**src/rtl/ifq_pkg.sv**
```systemverilog
`default_nettype none
// ==== ifq_pkg : state type and address helpers for the IFQ refill controller | rev 1.0 ====
package ifq_pkg;

  localparam int WORD_BYTES         = 4;
  localparam int WORD_SHIFT         = $clog2(WORD_BYTES);
  localparam int DEF_WORDS_PER_LINE = 4;
  localparam int LINE_OFS_W         = $clog2(DEF_WORDS_PER_LINE);
  localparam int MAX_ADDR_W         = 64;

  typedef logic [MAX_ADDR_W-1:0] addr_max_t;

  typedef enum logic [2:0] {
    IDLE  = 3'd0,
    REQ   = 3'd1,
    WAIT  = 3'd2,
    PUSH  = 3'd3,
    FLUSH = 3'd4,
    DRAIN = 3'd5
  } ifq_refill_state_t;

  // Helpers work on a wide container; callers zero-extend in and truncate out.
  function automatic addr_max_t line_base(input addr_max_t addr, input int ofs_w);
    addr_max_t mask;
    mask = {MAX_ADDR_W{1'b1}} << (ofs_w + WORD_SHIFT);
    return addr & mask;
  endfunction

  function automatic addr_max_t word_idx(input addr_max_t addr, input int ofs_w);
    addr_max_t mask;
    mask = ~({MAX_ADDR_W{1'b1}} << ofs_w);
    return (addr >> WORD_SHIFT) & mask;
  endfunction

endpackage
`default_nettype wire

```
**src/rtl/ifq_pc_reg.sv**
```systemverilog
`default_nettype none
// ==== ifq_pc_reg : fetch PC register with branch redirect and line advance | rev 1.0 ====
module ifq_pc_reg
  import ifq_pkg::*;
#(
  parameter int                ADDR_W   = 32,
  parameter int                OFS_W    = LINE_OFS_W,
  parameter logic [ADDR_W-1:0] RESET_PC = '0
) (
  input  logic              clk,
  input  logic              reset,
  input  logic              redirect,
  input  logic [ADDR_W-1:0] redirect_pc,
  input  logic              advance,
  output logic [ADDR_W-1:0] fetch_pc
);

  localparam logic [ADDR_W-1:0] LINE_BYTES = ADDR_W'(WORD_BYTES << OFS_W);
  localparam logic [ADDR_W-1:0] BYTE_MASK  = ADDR_W'(WORD_BYTES - 1);

  logic [ADDR_W-1:0] base;

  assign base = ADDR_W'(line_base(addr_max_t'(fetch_pc), OFS_W));

  // Advancing past the top line wraps to address 0 by plain modular addition.
  always_ff @(posedge clk or posedge reset) begin
    if (reset) begin
      fetch_pc <= RESET_PC;
    end else if (redirect) begin
      fetch_pc <= redirect_pc & ~BYTE_MASK;
    end else if (advance) begin
      fetch_pc <= base + LINE_BYTES;
    end
  end

endmodule
`default_nettype wire

```
**src/rtl/ifq_refill_ctrl.sv**
```systemverilog
`default_nettype none
// ==== ifq_refill_ctrl : keeps the IFQ fed from the I-cache, one line request at a time | rev 1.0 ====
module ifq_refill_ctrl
  import ifq_pkg::*;
#(
  parameter int                ADDR_W         = 32,
  parameter int                FIFO_DEPTH     = 16,
  parameter int                WORDS_PER_LINE = DEF_WORDS_PER_LINE,
  parameter logic [ADDR_W-1:0] RESET_PC       = '0
) (
  input  logic                            clk,
  input  logic                            reset,
  input  logic                            branch_valid,
  input  logic [ADDR_W-1:0]               branch_target,
  input  logic [$clog2(FIFO_DEPTH):0]     fifo_count,
  input  logic                            cache_dout_valid,
  output logic                            cache_req,
  output logic [ADDR_W-1:0]               cache_addr,
  output logic                            push_fifo,
  output logic [$clog2(WORDS_PER_LINE)-1:0] push_word_sel,
  output logic [ADDR_W-1:0]               push_pc,
  output logic                            flush_fifo,
  output logic                            busy
);

  localparam int CNT_W = $clog2(FIFO_DEPTH) + 1;
  localparam int OFS_W = $clog2(WORDS_PER_LINE);

  ifq_refill_state_t state, state_next;

  logic [ADDR_W-1:0] fetch_pc;
  logic [ADDR_W-1:0] base;
  logic [OFS_W-1:0]  start_idx;
  logic [OFS_W-1:0]  idx;
  logic [OFS_W:0]    need;
  logic [CNT_W-1:0]  free;
  logic              room;
  logic              last;
  logic              outstanding;
  logic              idx_load;
  logic              idx_inc;
  logic              advance;

  ifq_pc_reg #(
    .ADDR_W   (ADDR_W),
    .OFS_W    (OFS_W),
    .RESET_PC (RESET_PC)
  ) u_pc_reg (
    .clk         (clk),
    .reset       (reset),
    .redirect    (branch_valid),
    .redirect_pc (branch_target),
    .advance     (advance),
    .fetch_pc    (fetch_pc)
  );

  assign base      = ADDR_W'(line_base(addr_max_t'(fetch_pc), OFS_W));
  assign start_idx = OFS_W'(word_idx(addr_max_t'(fetch_pc), OFS_W));
  assign need      = (OFS_W+1)'(WORDS_PER_LINE) - {1'b0, start_idx};
  assign free      = CNT_W'(FIFO_DEPTH) - fifo_count;
  assign room      = int'(free) >= int'(need);
  assign last      = (idx == OFS_W'(WORDS_PER_LINE - 1));

  always_ff @(posedge clk or posedge reset) begin
    if (reset) begin
      state <= IDLE;
    end else begin
      state <= state_next;
    end
  end

  // A response can only follow a request, so any valid retires the single outstanding one.
  always_ff @(posedge clk or posedge reset) begin
    if (reset) begin
      outstanding <= 1'b0;
    end else if (state == REQ) begin
      outstanding <= 1'b1;
    end else if (cache_dout_valid) begin
      outstanding <= 1'b0;
    end
  end

  always_ff @(posedge clk or posedge reset) begin
    if (reset) begin
      idx <= '0;
    end else if (idx_load) begin
      idx <= start_idx;
    end else if (idx_inc) begin
      idx <= idx + 1'b1;
    end
  end

  always_comb begin
    state_next = state;
    cache_req  = 1'b0;
    push_fifo  = 1'b0;
    flush_fifo = 1'b0;
    idx_load   = 1'b0;
    idx_inc    = 1'b0;
    advance    = 1'b0;
    case (state)
      IDLE: begin
        if (room) state_next = REQ;
      end
      REQ: begin
        cache_req  = 1'b1;
        state_next = WAIT;
      end
      WAIT: begin
        if (cache_dout_valid) begin
          idx_load   = 1'b1;
          state_next = PUSH;
        end
      end
      PUSH: begin
        push_fifo = 1'b1;
        if (last) begin
          advance    = 1'b1;
          state_next = IDLE;
        end else begin
          idx_inc = 1'b1;
        end
      end
      // A response landing in the flush cycle itself already settles the request.
      FLUSH: begin
        flush_fifo = 1'b1;
        state_next = (outstanding && !cache_dout_valid) ? DRAIN : IDLE;
      end
      DRAIN: begin
        if (cache_dout_valid) state_next = IDLE;
      end
      default: state_next = IDLE;
    endcase

    if (branch_valid) begin
      state_next = FLUSH;
      push_fifo  = 1'b0;
      advance    = 1'b0;
      idx_load   = 1'b0;
      idx_inc    = 1'b0;
    end
  end

  assign cache_addr    = base;
  assign push_word_sel = push_fifo ? idx : '0;
  assign push_pc       = push_fifo ? (base + (ADDR_W'(idx) << WORD_SHIFT)) : '0;
  assign busy          = (state != IDLE);

endmodule
`default_nettype wire
```
**config.mk**
```make
export PLATFORM = sky130hd
export DESIGN_NAME = ifq_refill_ctrl
export DESIGN_NICKNAME = d
export VERILOG_FILES = /design/src/rtl/ifq_pkg.sv /design/src/rtl/ifq_pc_reg.sv /design/src/rtl/ifq_refill_ctrl.sv
export SDC_FILE = /design/constraint.sdc
export NUM_CORES = 1
export LEC_CHECK = 0
export ABC_AREA = 1
export CORE_ASPECT_RATIO = 0.6
export CORE_UTILIZATION = 42
export DETAILED_ROUTE_END_ITERATION = 10
export PLACE_DENSITY = 0.78
export SLEW_MARGIN = 0
export SYNTH_ARGS = -nofsm -noshare
export SYNTH_HDL_FRONTEND = slang
export SYNTH_SLANG_ARGS = --single-unit
```
**constraint.sdc**
```tcl
create_clock -name clk -period 1.48 [get_ports clk]
set_input_delay 0.296 -clock clk [delete_from_list [all_inputs] [get_ports clk]]
set_output_delay 0.296 -clock clk [all_outputs]
set_load 0.05 [all_outputs]
```
==> flow_results.xml, run 1 <==
<?xml version="1.0" encoding="UTF-8"?>
<metrics>
  <group name="status">
    <metric name="run_status" unit="">finished, violations left</metric>
    <metric name="violated_checks" unit="">setup timing</metric>
  </group>
  <group name="logic_synthesis">
    <metric name="synth_area_leaders" unit="">sky130_fd_sc_hd__dfrtp_1 (29%), sky130_fd_sc_hd__nand2_1 (18%), sky130_fd_sc_hd__nor2_1 (11%)</metric>
    <metric name="yosys.area.top_type" unit="">sky130_fd_sc_hd__dfrtp_1</metric>
    <metric name="most_used_dff_post_synth" unit="">sky130_fd_sc_hd__dfrtp_1</metric>
    <metric name="post_synth.cell_area_avg" unit="um2">6.22</metric>
    <metric name="synth-edff-count" unit="">0</metric>
    <metric name="synth-warning-count" unit="">0</metric>
    <metric name="synth_cell_type_count" unit="">33</metric>
    <metric name="yosys_register_bits" unit="">36</metric>
    <metric name="seq_area_frac_synth" unit="">0.286</metric>
    <metric name="synth_top_area_share" unit="">0.286</metric>
    <metric name="synthesis.instances" unit="">506</metric>
    <metric name="syn-cell-area" unit="mm2">0.00315</metric>
    <metric name="synth-async-reset-ratio" unit="">1.00</metric>
  </group>
  <group name="timing">
    <metric name="final_critical_path_setup_slack" unit="ps">-453</metric>
    <metric name="final-hold-violation-count" unit="">0</metric>
    <metric name="finalSetupViolCount" unit="">70</metric>
    <metric name="finalCriticalPeriod" unit="ps">1930</metric>
    <metric name="slew_violations" unit="">0</metric>
    <metric name="grt_setup_unrepaired" unit="">true</metric>
    <metric name="timing.setup.tns" unit="ps">-16750</metric>
    <metric name="final_min_period_over_clock_period" unit="">1.31</metric>
    <metric name="max_freq" unit="MHz">517</metric>
    <metric name="fin_worst_skew" unit="ps">13.0</metric>
  </group>
  <group name="worst_setup_path">
    <metric name="criticalPathCategory" unit="">reg -&gt; out</metric>
    <metric name="critPathLaunch" unit="">state[0]</metric>
    <metric name="worstSetupEndpointType" unit="">output pin</metric>
    <metric name="element_type_at_the_critical_path_start" unit="">flip-flop</metric>
    <metric name="critPathArrivalTime" unit="ps">1640</metric>
    <metric name="critPathRequiredTime" unit="ps">1180</metric>
    <metric name="reg2reg_to" unit="">u_pc_reg.fetch_pc[21]</metric>
    <metric name="critical_path.endpoint" unit="">push_pc[21]</metric>
    <metric name="worst-r2r-cell-count" unit="">10</metric>
    <metric name="r2r_slack" unit="ps">-350</metric>
    <metric name="timing.rr.start" unit="">state[2]</metric>
    <metric name="critical_path_peak_fanout" unit="">13</metric>
  </group>
  <group name="cts">
    <metric name="clk_pin_slew" unit="ps">60</metric>
    <metric name="clock_sinks" unit="">36</metric>
    <metric name="cts_htree_levels" unit="">2</metric>
    <metric name="numCtsBuffers" unit="">5</metric>
    <metric name="clock_path_buffers" unit="">2</metric>
    <metric name="cts_root_buffer" unit="">sky130_fd_sc_hd__clkbuf_16</metric>
    <metric name="worstSkewPairLatency" unit="ps">290</metric>
    <metric name="tritoncts" unit="">done</metric>
    <metric name="cts_hold_buffers" unit="">0</metric>
  </group>
  <group name="routing">
    <metric name="detail_route.wirelength" unit="um">16000</metric>
    <metric name="vias_per_cell" unit="">5.94</metric>
    <metric name="route.detailed.wl_per_inst" unit="um">20.9</metric>
    <metric name="drt_iter0_drc" unit="">558</metric>
    <metric name="first_pass_iters" unit="">9</metric>
    <metric name="vias" unit="">4561</metric>
    <metric name="ant_nets" unit="">0</metric>
    <metric name="remaining_drc_errors" unit="">0</metric>
  </group>
  <group name="pwr">
    <metric name="max-vdd-ir-drop" unit="uV">440</metric>
    <metric name="total_chip_power" unit="W">0.00448</metric>
    <metric name="cellPowerDensity" unit="mW/mm2">757</metric>
    <metric name="total_leakage_power" unit="nW">2.74</metric>
  </group>
  <group name="grt">
    <metric name="grt_pass1_vias" unit="">4038</metric>
    <metric name="grt.overflow.total" unit="">0</metric>
    <metric name="global_route_wire_length_before_repair" unit="um">19600</metric>
    <metric name="antenna_found_initial" unit="">0</metric>
    <metric name="globalRouteTotalUtil" unit="">0.322</metric>
    <metric name="grt_max_degree" unit="">37</metric>
  </group>
  <group name="floorplan">
    <metric name="design.portCount" unit="">111</metric>
    <metric name="start_util" unit="">0.433</metric>
    <metric name="fp.dieArea" unit="mm2">0.00785</metric>
    <metric name="std_cell_rows" unit="">24</metric>
    <metric name="die-width" unit="um">114</metric>
    <metric name="die_h" unit="um">69.0</metric>
    <metric name="fp.coreArea" unit="mm2">0.00727</metric>
  </group>
  <group name="min_path">
    <metric name="worst_hold_path_type" unit="">in -&gt; async</metric>
  </group>
  <group name="placed_design">
    <metric name="globalplace.congestion" unit="">0.900</metric>
    <metric name="hpwlAfterDp" unit="um">8320</metric>
    <metric name="placement.io_buffers" unit="">102</metric>
    <metric name="detailedPlace.worstSlack" unit="ps">-617</metric>
    <metric name="placed_cell_area" unit="mm2">0.00494</metric>
  </group>
  <group name="cells_and_area">
    <metric name="finish.utilization" unit="">0.815</metric>
    <metric name="area_grow_syn2layout" unit="%">88.3</metric>
    <metric name="final.fill_count" unit="">393</metric>
    <metric name="postLayoutCellArea" unit="mm2">0.00592</metric>
    <metric name="drive_gt1_frac" unit="">0.414</metric>
    <metric name="fin_nets" unit="">711</metric>
    <metric name="diodes" unit="">0</metric>
  </group>
  <group name="run">
    <metric name="max_cap_viol_count" unit="">0</metric>
  </group>
</metrics>
cells in the final DEF (no fill, tap or decap), types with 11 or more instances in the layout:
cell type	n
sky130_fd_sc_hd__nand2_1	145
sky130_fd_sc_hd__buf_4	72
sky130_fd_sc_hd__inv_1	48
sky130_fd_sc_hd__nand3_1	40
sky130_fd_sc_hd__nor2_1	37
sky130_fd_sc_hd__nor2_4	37
sky130_fd_sc_hd__buf_12	36
sky130_fd_sc_hd__clkdlybuf4s50_1	35
sky130_fd_sc_hd__buf_6	31
sky130_fd_sc_hd__dfrtp_1	30
sky130_fd_sc_hd__nor2_2	21
sky130_fd_sc_hd__buf_8	11
layer usage:
metal | vias up | routed length [um] | global-route usage
li1 | 1850 | - | -
met1 | 2051 | 5660 | 0.396
met2 | 490 | 6800 | 0.528
met3 | 170 | 2160 | 0.0836
met4 | 0 | 1400 | 0.149
met5 | - | 0 | 0
critical path: stages (launching register included):
cell and delay, ps:
sky130_fd_sc_hd__dfrtp_2 410, sky130_fd_sc_hd__nand2_4 70, sky130_fd_sc_hd__nor3_4 190, sky130_fd_sc_hd__inv_4 120, sky130_fd_sc_hd__buf_12 190, sky130_fd_sc_hd__nor2_4 180
sky130_fd_sc_hd__buf_8 170
flip-flops by register name, indices dropped and copies added (netlist names):
name               flops
u_pc_reg.fetch_pc     30
state                  3
idx                    2
outstanding            1
how the worst min path moves through the flow:
| stage | depth (start not counted) | end |
|---|---|---|
| floorplan | 2 | u_pc_reg.fetch_pc[2] |
| global placement | 2 | outstanding |
| detailed placement | 2 | outstanding |
| CTS | 3 | outstanding |
| global route | 3 | state[0] |
| finish | 3 | state[0] |
kinds of logic after synthesis:
| kind of cell | after synthesis | share of synthesized area |
|---|---|---|
| AOI/OAI and AO/OA | 36 | 0.0660 |
| other | 1 | 0.00119 |
| buffers and inverters | 111 | 0.184 |
| and+or+nand+nor | 307 | 0.412 |
| DFF | 36 | 0.286 |
| xor gates and xnor gates | 8 | 0.0223 |
| adders and majority gates | 7 | 0.0278 |
layout make-up:
| type | instances | area, um2 | share of cell area |
|---|---|---|---|
| Timing Repair inverter | 2 | 13.8 | 0.00232 |
| Clock buffer | 7 | 133 | 0.0224 |
| Inverter | 63 | 267 | 0.0450 |
| Sequential cell | 36 | 908 | 0.153 |
| Clock inverter | 1 | 8.76 | 0.00148 |
| Tap cell | 104 | 130 | 0.0220 |
| Multi-Input combinational cell | 364 | 2230 | 0.377 |
| Timing Repair Buffer | 191 | 2230 | 0.377 |
cells in the mapped netlist (5+ instances only):
master,number
sky130_fd_sc_hd__a21oi_1,7
sky130_fd_sc_hd__buf_4,37
sky130_fd_sc_hd__clkbuf_1,5
sky130_fd_sc_hd__dfrtp_1,36
sky130_fd_sc_hd__ha_1,7
sky130_fd_sc_hd__inv_1,58
sky130_fd_sc_hd__nand2_1,152
sky130_fd_sc_hd__nand3_1,44
sky130_fd_sc_hd__nand4_1,5
sky130_fd_sc_hd__nor2_1,92
sky130_fd_sc_hd__o21ai_0,12
sky130_fd_sc_hd__o21ai_1,5
sky130_fd_sc_hd__xor2_1,7
timing repair:
action	in CTS	in global routing
gates cloned	1	5
buffers inserted	7	14
pin swaps	22	27
setup endpoints to repair	65	67
resized for setup	85	80
hold endpoints to repair	0	0
through the flow:
| step | cells | hold slack (ps) |
|---|---|---|
| 3_5_place_dp | 734 | 494 |
| 3_3_place_gp | 734 | 461 |
| 6_report | 768 | 348 |
| 2_1_floorplan | 511 | 417 |
| 4_1_cts | 749 | 376 |
| 5_1_grt | 768 | 404 |
where the power goes:
part	switching [W]	internal, W
clock	0.000457	0.000630
combinational	0.00122	0.000926
sequential	0.000153	0.00110
Note: power is estimated with default switching activity, not from simulation.
==> run 2, diff against run 1 <==
- SETUP_SLACK_MARGIN: unset -> 0.4
==> run 2 against run 1 <==
The flow still finishes with violations (setup timing). Combinational power grew 2%. Sequential share of layout area fell by 0.52 points. Cell count up 3.3%. Non-clock buffer count up 25. Clock skew is 3.2 ps lower. Worst hold slack gained 47 ps. Worst setup slack improved by 72 ps. Largest cell class is now buffers.
==> flow_results.xml, run 2 (synthesis gave the netlist of run 1 again) <==
<?xml version="1.0" encoding="UTF-8"?>
<metrics>
  <group name="cts">
    <metric name="clock_path_buffers" unit="">2</metric>
    <metric name="tritoncts" unit="">done</metric>
    <metric name="cts_root_buffer" unit="">sky130_fd_sc_hd__clkbuf_16</metric>
    <metric name="clk_pin_slew" unit="ps">70</metric>
    <metric name="worstSkewPairLatency" unit="ps">290</metric>
    <metric name="clock_sinks" unit="">36</metric>
    <metric name="numCtsBuffers" unit="">5</metric>
    <metric name="cts_hold_buffers" unit="">0</metric>
    <metric name="cts_htree_levels" unit="">2</metric>
  </group>
  <group name="pwr">
    <metric name="cellPowerDensity" unit="mW/mm2">816</metric>
    <metric name="total_chip_power" unit="W">0.00502</metric>
    <metric name="max-vdd-ir-drop" unit="uV">517</metric>
    <metric name="total_leakage_power" unit="nW">2.88</metric>
  </group>
  <group name="floorplan">
    <metric name="fp.coreArea" unit="mm2">0.00727</metric>
    <metric name="die_h" unit="um">69.0</metric>
    <metric name="die-width" unit="um">114</metric>
    <metric name="design.portCount" unit="">111</metric>
    <metric name="fp.dieArea" unit="mm2">0.00785</metric>
    <metric name="start_util" unit="">0.433</metric>
    <metric name="std_cell_rows" unit="">24</metric>
  </group>
  <group name="cells_and_area">
    <metric name="fin_nets" unit="">736</metric>
    <metric name="reg.largest.list" unit="">u_pc_reg.fetch_pc x30, state x3, idx x2</metric>
    <metric name="biggest_register" unit="">u_pc_reg.fetch_pc</metric>
    <metric name="final.fill_count" unit="">397</metric>
    <metric name="diodes" unit="">0</metric>
    <metric name="layout.cells.most_common" unit="">sky130_fd_sc_hd__nand2_1</metric>
    <metric name="max_reg_flops" unit="">30</metric>
    <metric name="final_cell_mix" unit="">sky130_fd_sc_hd__nand2_1 (146), sky130_fd_sc_hd__buf_6 (74), sky130_fd_sc_hd__buf_4 (64)</metric>
    <metric name="area_grow_syn2layout" unit="%">95.6</metric>
    <metric name="drive_gt1_frac" unit="">0.431</metric>
    <metric name="postLayoutCellArea" unit="mm2">0.00615</metric>
  </group>
  <group name="timing">
    <metric name="timing.setup.tns" unit="ps">-20400</metric>
    <metric name="finalSetupViolCount" unit="">72</metric>
    <metric name="slew_violations" unit="">0</metric>
    <metric name="final_min_period_over_clock_period" unit="">1.26</metric>
    <metric name="finalCriticalPeriod" unit="ps">1860</metric>
    <metric name="grt_setup_unrepaired" unit="">true</metric>
    <metric name="fin_worst_skew" unit="ps">9.87</metric>
    <metric name="max_freq" unit="MHz">537</metric>
    <metric name="final_critical_path_setup_slack" unit="ps">-381</metric>
    <metric name="final-hold-violation-count" unit="">0</metric>
  </group>
  <group name="routing">
    <metric name="vias" unit="">4346</metric>
    <metric name="drt_iter0_drc" unit="">497</metric>
    <metric name="remaining_drc_errors" unit="">0</metric>
    <metric name="first_pass_iters" unit="">5</metric>
    <metric name="route.detailed.wl_per_inst" unit="um">18.5</metric>
    <metric name="detail_route.wirelength" unit="um">14700</metric>
    <metric name="ant_nets" unit="">0</metric>
    <metric name="vias_per_cell" unit="">5.48</metric>
  </group>
  <group name="worst_setup_path">
    <metric name="slowest_delay" unit="ps">420</metric>
    <metric name="worstSetupEndpointType" unit="">output pin</metric>
    <metric name="criticalPathCategory" unit="">reg -&gt; out</metric>
    <metric name="critical_path_peak_fanout" unit="">7</metric>
    <metric name="critical_path.n_buffers_inverters" unit="">3</metric>
    <metric name="critPathArrivalTime" unit="ps">1570</metric>
    <metric name="element_type_at_the_critical_path_start" unit="">flip-flop</metric>
    <metric name="timing.critical_path.cells" unit="">nor3_4, inv_4, buf_12, nor2_2, buf_6</metric>
    <metric name="top_family_by_delay_on_critical_path" unit="">buffers and inverters</metric>
    <metric name="timing.critical_path.slowest_stage_cell" unit="">sky130_fd_sc_hd__dfrtp_1</metric>
    <metric name="critPathRequiredTime" unit="ps">1180</metric>
  </group>
  <group name="placed_design">
    <metric name="globalplace.congestion" unit="">0.994</metric>
    <metric name="detailedPlace.worstSlack" unit="ps">-618</metric>
    <metric name="hpwlAfterDp" unit="um">8730</metric>
    <metric name="placed_cell_area" unit="mm2">0.00513</metric>
    <metric name="placement.io_buffers" unit="">102</metric>
  </group>
  <group name="grt">
    <metric name="grt_pass1_vias" unit="">4336</metric>
    <metric name="globalRouteTotalUtil" unit="">0.353</metric>
    <metric name="global_route_wire_length_before_repair" unit="um">21600</metric>
    <metric name="grt.overflow.total" unit="">0</metric>
    <metric name="grt_max_degree" unit="">37</metric>
    <metric name="antenna_found_initial" unit="">0</metric>
  </group>
  <group name="status">
    <metric name="violated_checks" unit="">setup timing</metric>
    <metric name="run_status" unit="">finished, violations left</metric>
  </group>
  <group name="min_path">
    <metric name="worst_hold_path_type" unit="">in -&gt; async</metric>
  </group>
  <group name="run">
    <metric name="max_cap_viol_count" unit="">0</metric>
  </group>
</metrics>
run 2: changes by cell type in the layout (fill, tap and decap cells not counted), sizes merged:
cell      previous run  this run
buf                151       176
clkinvlp             0         2
inv                 62        61
bufinv               0         3
clkinv               4         2
clkbuf               9         7
run 2: routing by layer:
layer / wire length, um / part of all wire / GRT usage
met1: 5600 / 0.38 / 0.456
met2: 6720 / 0.46 / 0.558
met3: 1690 / 0.11 / 0.0853
met4: 676 / 0.046 / 0.161
met5: 0 / 0 / 0.00667
run 2: tightest hold or removal path: cells and delay by family:
kind	cells	cell delay [ps]
buffers and inverters	3	760
run 2: repair_timing:
action | in CTS | in global routing
buffers inserted | 29 | 9
resized for setup | 105 | 25
pin swaps | 22 | 11
setup endpoints to repair | 100 | 100
cloned | 4 | 1
run 2: layout make-up:
type,instances,area (um2),share of cell area
inverters,63,274,0.0445
flip-flops and latches,36,912,0.148
repair buffers,216,2480,0.402
well taps,104,130,0.0211
repair inverters,2,17.5,0.00285
multi-input cells,364,2130,0.346
clock buffers,5,125,0.0203
clock inverters,3,90.1,0.0146
run 2: worst paths after layout:
kind | cells after the start | slack (ps) | to | startpoint
max reg2reg | 10 | -300 | u_pc_reg.fetch_pc[11] | state[2]
max in group asynchronous | 3 | 850 | u_pc_reg.fetch_pc[30] | reset
max | 5 | -380 | push_pc[10] | state[2]
min reg2reg | 2 | 490 | outstanding | outstanding
min in group clk | 2 | 490 | outstanding | outstanding
min | 3 | 390 | u_pc_reg.fetch_pc[4] | reset
run 2: per-stage QoR:
stage,cells,hold WS (ps),utilization
6_report,793,395,0.847
5_1_grt,793,425,0.847
4_1_cts,783,415,0.824
3_5_place_dp,742,475,0.706
3_3_place_gp,742,459,0.706
2_1_floorplan,511,249,-
run 2: power breakdown:
part | leakage [nW] | internal, W | switching (W) | total, W
sequential | 0.425 | 0.00110 | 0.000140 | 0.00124
combinational | 2.36 | 0.000997 | 0.00119 | 0.00219
clock | 0.104 | 0.00114 | 0.000457 | 0.00159
total | 2.88 | 0.00324 | 0.00179 | 0.00502
